==> config.mk <==
export PLATFORM = sky130hd
export DESIGN_NAME = dispatch_ctrl
export DESIGN_NICKNAME = d
export VERILOG_FILES = /design/src/rtl/dispatch_ctrl.sv
export SDC_FILE = /design/constraint.sdc
export NUM_CORES = 1
export LEC_CHECK = 0
export ABC_AREA = 1
export CAP_MARGIN = 15
export CORE_MARGIN = 5
export CORE_UTILIZATION = 36
export CTS_BUF_LIST = sky130_fd_sc_hd__clkbuf_8
export DETAILED_ROUTE_END_ITERATION = 8
export PLACE_DENSITY = 0.62
export SYNTH_ARGS = -nofsm -noshare
export SYNTH_HDL_FRONTEND = slang
export SYNTH_SLANG_ARGS = --single-unit
==> constraint.sdc <==
create_clock -name i_clk -period 2.63 [get_ports i_clk]
set_input_delay 0.6575 -clock i_clk [delete_from_list [all_inputs] [get_ports i_clk]]
set_output_delay 0.6575 -clock i_clk [all_outputs]
set_load 0.01 [all_outputs]
==> src/rtl/dispatch_ctrl.sv <==
// dispatch_ctrl
//   Takes decoded uops, holds them in a 2-entry in-order FIFO and writes each one
//   to the memory queue or the ALU queue. Branches (i_pry == 11) get a one-hot
//   tag from a small tag pool. Every uop also carries the mask of tags that
//   were still unresolved when it was accepted. A mispredict flushes the FIFO
//   and the tag pool, then holds off dispatch for one cycle.
//
// Ports
//   i_clk, i_rst_n          clock; asynchronous active-low reset
//   i_valid/i_queue/i_pry   decoder handshake, target queue (01 MEM, 10 ALU,
//   i_uop                   anything else dropped), priority and payload
//   o_ready                 dispatch can take i_valid this cycle
//   i_memq_full/i_aluq_full the target queue cannot take a write
//   o_memq_we/o_aluq_we     one-cycle write strobes
//   o_uop/o_brtag/o_brmask  payload, branch tag and dependency mask of the head
//   i_br_done/i_br_tag      a branch resolved; its tag is freed
//   i_mispredict            flush all speculative state
module dispatch_ctrl #(
   parameter int WIDTH_UOP = 64,
   parameter int NBR       = 4
) (
   input  logic                 i_clk,
   input  logic                 i_rst_n,
   input  logic                 i_valid,
   input  logic [1:0]           i_queue,
   input  logic [1:0]           i_pry,
   input  logic [WIDTH_UOP-1:0] i_uop,
   output logic                 o_ready,
   input  logic                 i_memq_full,
   input  logic                 i_aluq_full,
   output logic                 o_memq_we,
   output logic                 o_aluq_we,
   output logic [WIDTH_UOP-1:0] o_uop,
   output logic [NBR-1:0]       o_brtag,
   output logic [NBR-1:0]       o_brmask,
   input  logic                 i_br_done,
   input  logic [NBR-1:0]       i_br_tag,
   input  logic                 i_mispredict
);

   typedef enum logic {RUN = 1'b0, FLUSH = 1'b1} state_t;

   typedef struct packed {
      logic [WIDTH_UOP-1:0] uop;
      logic                 is_mem;
      logic                 br;
      logic [NBR-1:0]       tag;
      logic [NBR-1:0]       mask;
   } entry_t;

   state_t              state_q, state_d;
   entry_t [1:0]        ent_q, ent_d, held;
   entry_t              new_ent, head;
   logic   [1:0]        cnt_q, cnt_d;
   logic   [NBR-1:0]    busy_q, busy_d;
   logic   [NBR-1:0]    done_mask, free_vec, alloc_tag;
   logic                rdy_en_q;
   logic                in_br, in_enq, acc, issue, head_full;

   // Holds o_ready low while reset is asserted. It rises on the first edge
   // after reset is released.
   always_ff @(posedge i_clk or negedge i_rst_n) begin
      if (!i_rst_n) rdy_en_q <= 1'b0;
      else          rdy_en_q <= 1'b1;
   end

   always_comb begin
      done_mask = i_br_done ? i_br_tag : '0;
      free_vec  = ~busy_q;
      // Isolate the lowest set bit of the free vector: this is the lowest free tag.
      alloc_tag = free_vec & (~free_vec + NBR'(1));
      in_br     = (i_pry == 2'b11);
      in_enq    = (i_queue == 2'b01) || (i_queue == 2'b10);
      // A tag freed in this cycle is not visible until the next cycle. This keeps
      // the tag from being handed out again in the cycle that frees it.
      o_ready   = rdy_en_q && (state_q == RUN) && (cnt_q != 2'd2) &&
                  (!in_br || (|free_vec));
      acc       = i_valid && o_ready && in_enq && !i_mispredict;

      head      = ent_q[0];
      head_full = head.is_mem ? i_memq_full : i_aluq_full;
      issue     = (cnt_q != 2'd0) && (state_q == RUN) && !i_mispredict && !head_full;
      o_memq_we = issue && head.is_mem;
      o_aluq_we = issue && !head.is_mem;
      o_uop     = head.uop;
      o_brtag   = (issue && head.br) ? head.tag : '0;
      // The mask leaving the block already excludes a tag resolved in this cycle.
      o_brmask  = issue ? (head.mask & ~done_mask) : '0;
   end

   always_comb begin
      new_ent.uop    = i_uop;
      new_ent.is_mem = (i_queue == 2'b01);
      new_ent.br     = in_br;
      new_ent.tag    = in_br ? alloc_tag : '0;
      new_ent.mask   = busy_q & ~done_mask;

      held = ent_q;
      for (int i = 0; i < 2; i++) held[i].mask = ent_q[i].mask & ~done_mask;

      ent_d   = held;
      cnt_d   = cnt_q;
      // The tag is cleared first, then set. If the same tag is resolved and
      // allocated in one cycle, the allocation wins.
      busy_d  = (busy_q & ~done_mask) | ((acc && in_br) ? alloc_tag : '0);
      state_d = RUN;

      if (issue) begin
         ent_d[0] = held[1];
         cnt_d    = cnt_q - 2'd1;
      end
      if (acc) begin
         ent_d[cnt_d[0]] = new_ent;
         cnt_d           = cnt_d + 2'd1;
      end
      if (i_mispredict) begin
         state_d = FLUSH;
         cnt_d   = 2'd0;
         busy_d  = '0;
      end
   end

   always_ff @(posedge i_clk or negedge i_rst_n) begin
      if (!i_rst_n) begin
         state_q <= RUN;
         ent_q   <= '0;
         cnt_q   <= 2'd0;
         busy_q  <= '0;
      end else begin
         state_q <= state_d;
         ent_q   <= ent_d;
         cnt_q   <= cnt_d;
         busy_q  <= busy_d;
      end
   end

endmodule
# Yosys cells after proc, flatten, opt, wreduce, memory -nomap -nowiden
# Index checks and enable logic that the tools add are counted.
[word_totals]
inputBits = 79
reg_bits = 156
[op_classes]
order_cmp = 2
addsub = 3
bitwise = 9
n_mux = 16
eq_ne = 4
reduce_logical = 22
[op_table]
columns = ["operator", "n"]
rows = [
  ["148-bit bitwise mux", 1],
  ["74-bit 2-to-1 mux", 2],
  ["78-bit 2-to-1 mux", 1],
  ["74-bit demux with 1-bit select", 1],
  ["4-bit 2-to-1 mux", 6],
  ["4-bit bitwise AND", 4],
  ["1-bit logical AND", 14],
  ["4-bit NOT", 3],
  ["2-bit 2-to-1 mux", 3],
  ["4-bit by 1-bit adder with 4-bit output (second input constant)", 1],
  ["2-bit equality test (second input constant)", 2],
  ["1-bit logical NOT", 4],
  ["4-bit bitwise OR", 1],
  ["4-bit OR reduction", 1],
  ["2-bit by 1-bit adder with 2-bit output (second input constant)", 1],
  ["2-bit by 1-bit equality test with 1-bit output (second input constant)", 1],
  ["1-bit logical OR", 2],
  ["1-bit by 2-bit less-than comparator with 1-bit output (second input constant)", 1],
  ["1-bit 2-to-1 mux", 2],
  ["2-bit != test (second input constant)", 1],
  ["2-bit nonzero test", 1],
  ["2-bit by 1-bit subtractor with 2-bit output (second input constant)", 1],
  ["1-bit greater-or-equal comparator (second input constant)", 1],
  ["1-bit NOT", 1],
]

# Longest topological paths before layout
[logic_depth]
depth_word = 11
depth_mapped = 13

# Least setup slack after synthesis
# No wires, ideal clock.
[synth_path]
path_kind = "input-to-reg"
start = "input i_queue[1]"
end = "register ent_q[78] in the netlist's numbering"
path_slack_ps = 108
stages = 10
path_buffers = 3
arrival_ps = 2397
cell_sequence = "inv_1 ha_1 nor2_1 nand2_1 nor2_1 buf_2 ha_1 clkbuf_1 buf_2 mux2_2"
[synth_between]
elab_chain_len = 4
[synth_rtl]
columns = ["item", "line", "rtl"]
rows = [
  ["from (decl)", "25", "input logic [1:0] i_queue,"],
  ["2-bit by 1-bit equality test with 1-bit output / 2-bit equality test (equally long branches)", "73", "in_enq = (i_queue == 2'b01) || (i_queue == 2'b10);"],
  ["1-bit logical OR (*)", "73", ""],
  ["1-bit logical AND (*) (2 in series)", "78", "acc = i_valid && o_ready && in_enq && !i_mispredict;"],
  ["to (signal assigned)", "131", "ent_q <= ent_d;"],
  ["to (decl)", "52", "entry_t [1:0] ent_q, ent_d, held;"],
]
# Every way passes the cells marked *; elsewhere a longest branch is shown, timed or not.
# A chain may end at the register's enable or synchronous reset.

# Worst setup path after layout
[layout_path]
start = "input i_mispredict"
end = "output o_brmask[0]"
[layout_between]
elab_chain_len = 4
[layout_rtl]
columns = ["item", "line", "rtl"]
rows = [
  ["from (decl)", "38", "input logic i_mispredict"],
  ["1-bit logical NOT", "82", "issue = (cnt_q != 2'd0) && (state_q == RUN) && !i_mispredict && !head_full;"],
  ["1-bit logical AND (2 in series)", "82", ""],
  ["4-bit 2-to-1 mux", "88", "o_brmask = issue ? (head.mask & ~done_mask) : '0;"],
  ["to (decl)", "35", "output logic [NBR-1:0] o_brmask,"],
]
# Every way passes these cells.

==> flow_summary_export.csv <==
group,metric,value,unit
outcome,status,"finished clean",
layout,final_cells,1319,
floorplan,dieArea,0.0245,mm^2
placed_design,dp_hpwl,11.6,mm
route,drtIter0Drc,221,
route,num_vias,5694,
layout,nets,1115,
floorplan,core_area,0.0211,mm^2
route,avgRoutedWirePerCell,12.5,um
synthesis,avgSynthCellArea,8.18,um^2
clock_tree,numCtsBuffers,17,
clock_tree,cts.sinks,156,
sta,finalCriticalPeriod,2.53,ns
floorplan,fp.dieW,156,um
clock_tree,post_cts_buffers,0,
route,drc,0,
synthesis,syn-num-nets,1026,
sta,slew_headroom,0.663,
power_and_ir_drop,vdd_drop_max,0.281,mV
setup_path,worstSetupStartpoint,"i_mispredict",
placed_design,dp.cells,1288,
global_route,grt_use_total,0.141,
global_route,grt_pass1_wl,27.7,mm
setup_path,worstPathRequired,1.97,ns
clock_tree,path_clk_slew,0.09,ns
sta,hold_ws,0.150,ns
power_and_ir_drop,powerDensity,727,mW/mm^2
clock_tree,tritoncts,"built",
route,ant_nets,0,
sta,finalSetupViolCount,0,
placed_design,port_buffers,153,
flow_run,cap_violations,0,
route,via_per_inst,4.32,
layout,fin_area,0.00953,mm^2
setup_path,worst-path-max-fanout,6,
sta,rsz0062_at_grt,"false",
global_route,grt_pass1_vias,5507,
setup_path,crit-reg2reg-launch,"cnt_q[0]",
synthesis,ys_warn_count,0,
layout,antenna_cells,0,
placed_design,dpl_cell_area,0.00915,mm^2
floorplan,initial_utilization,0.366,
setup_path,crit_type,"in2out",
clock_tree,cts_root_buffer,"clkbuf_8",
layout,drive_above_1_share,0.0987,
synthesis,synth-seq-cells,156,
global_route,gr-total-overflow,0,
synthesis,synth.cell_area,0.00771,mm^2
setup_path,cp-end-kind,"output pin",
clock_tree,cts_buffer_depth,2,
floorplan,fp.dieH,156,um
synthesis,syn_inst,943,
floorplan,io_pins,154,
clock_tree,cts_hold_buf,0,
power_and_ir_drop,finalPower,6.92,mW
synthesis,ys_seq_area_frac,0.506,
sta,timing.fmax,395,MHz
global_route,antenna_found_initial,1,
sta,clock_skew,0.0166,ns
sta,slew_violations,0,
setup_path,startpoint_type,"primary input",
layout,area_growth,23.5,%
layout,nFillCells,2104,
clock_tree,clock_latency,0.44,ns
min_path,hold_path_class,"in2async",
floorplan,row_count,53,
clock_tree,cts_htree_levels,4,
route,first_pass_iters,4,
route,totalWireLength,16.5,mm
sta,worst_pin_slew,0.506,ns
synthesis,synth_cell_types,23,
global_route,grt_max_degree,57,
sta,period_share,0.962,
setup_path,crit_arrival,1.87,ns
layout,final_util,0.452,
placed_design,place.gp.congestion,0.771,
sta,hold_violations,0,
power_and_ir_drop,p_leak,4.68,nW
-- report_power, final --
part           internal, mW  switching, mW  leakage (nW)
clock                 0.941          0.937         0.202
combinational          1.08          0.872          2.72
sequential             2.86          0.234          1.76
total                  4.88           2.04          4.68
-- flip-flops by register name, indices dropped and copies added, names as in the netlist --
| signal | cells |
|---|---|
| cnt_q | 2 |
| o_uop | 64 |
| ent_q | 84 |
| rdy_en_q | 1 |
| busy_q | 4 |
| state_q | 1 |
-- layout make-up --
type,instances,area (um^2),area share
Inverter,150,563,0.0591
Tap cell,275,344,0.0361
Clock inverter,14,169,0.0177
Clock buffer,17,234,0.0246
Sequential cell,156,3900,0.410
Timing Repair Buffer,184,1860,0.195
Multi-Input combinational cell,523,2460,0.258
-- metal layers --
layer | global-route usage | wire (um) | vias up
li1 | - | - | 3027
met1 | 0.188 | 7680 | 2544
met2 | 0.225 | 7720 | 107
met3 | 0.0404 | 884 | 14
met4 | 0.0384 | 179 | 2
met5 | 0 | 13 | -
-- critical path, stage by stage --
cell and delay, ns:
clkdlybuf4s50_1 0.46, nor2_4 0.13, nand4_1 0.11, buf_4 0.18, nor2_1 0.09, clkdlybuf4s15_1 0.24
-- path summary, 6_finish.rpt --
kind / slack [ns] / depth (start not counted) / to
worst max-delay path: 0.1 / 6 / o_brmask[0]
worst min-delay path: 0.15 / 1 / o_uop[29]
worst max register to register: 0.49 / 12 / o_uop[9]
worst min register to register: 0.52 / 2 / ent_q[90]
max in group asynchronous: 1.84 / 2 / ent_q[101]
min in group i_clk: 0.52 / 2 / ent_q[90]
-- cells in the final DEF (no fill, tap or decap), drive strengths merged --
cell type      netlist  final
a21oi               13     13
and2                 4      4
buf                 92     32
bufinv               0      3
clkbuf              22     24
clkdlybuf4s15        0      3
clkdlybuf4s50        0    141
clkinv               0      1
clkinvlp             0      3
conb                 1      1
dfrtp              156    156
dlymetal6s2s         0      1
ha                   4      4
inv                150    157
mux2                 1      1
nand2              249    249
nand3                6      6
nand4                1      1
nor2                30     30
o21ai              214    214
-- cell families (layout without fill, tap and decap cells) --
logic type                 count (synthesis)  in the layout  synth area share
AOI/OAI and AO/OA                        227            227             0.160
adders and majority gates                  4              4           0.00649
buffers and inverters                    264            365             0.179
DFF                                      156            156             0.506
other                                      1              1          0.000486
muxes                                      1              1           0.00146
and+or+nand+nor                          290            290             0.146
-- cell usage after synthesis (all sizes together) --
cell type  number  area [um^2]
conb            1         3.75
nand3           6         35.0
nand4           1         6.26
nand2         249          937
clkbuf         22         82.6
o21ai         214         1170
a21oi          13         65.1
buf            92          734
inv           150          563
nor2           30          123
mux2            1         11.3
and2            4         25.0
dfrtp         156         3900
ha              4         50.1
-- timing repair --
item | in CTS | in global routing
endpoints found under the setup margin | 10 | 11
pin swaps | 0 | 1
resized for setup | 14 | 16
-- per-stage QoR --
| stage | TNS (ns) | setup slack (ns) |
|---|---|---|
| 6_report | 0 | 0.0992 |
| 5_1_grt | 0 | 0.00145 |
| 4_1_cts | 0 | 0.00182 |
| 3_5_place_dp | -10.43 | -0.355 |
| 3_3_place_gp | -8.59 | -0.352 |
| 2_1_floorplan | 0 | 0.108 |
Note: power is estimated with default switching activity, not from simulation.
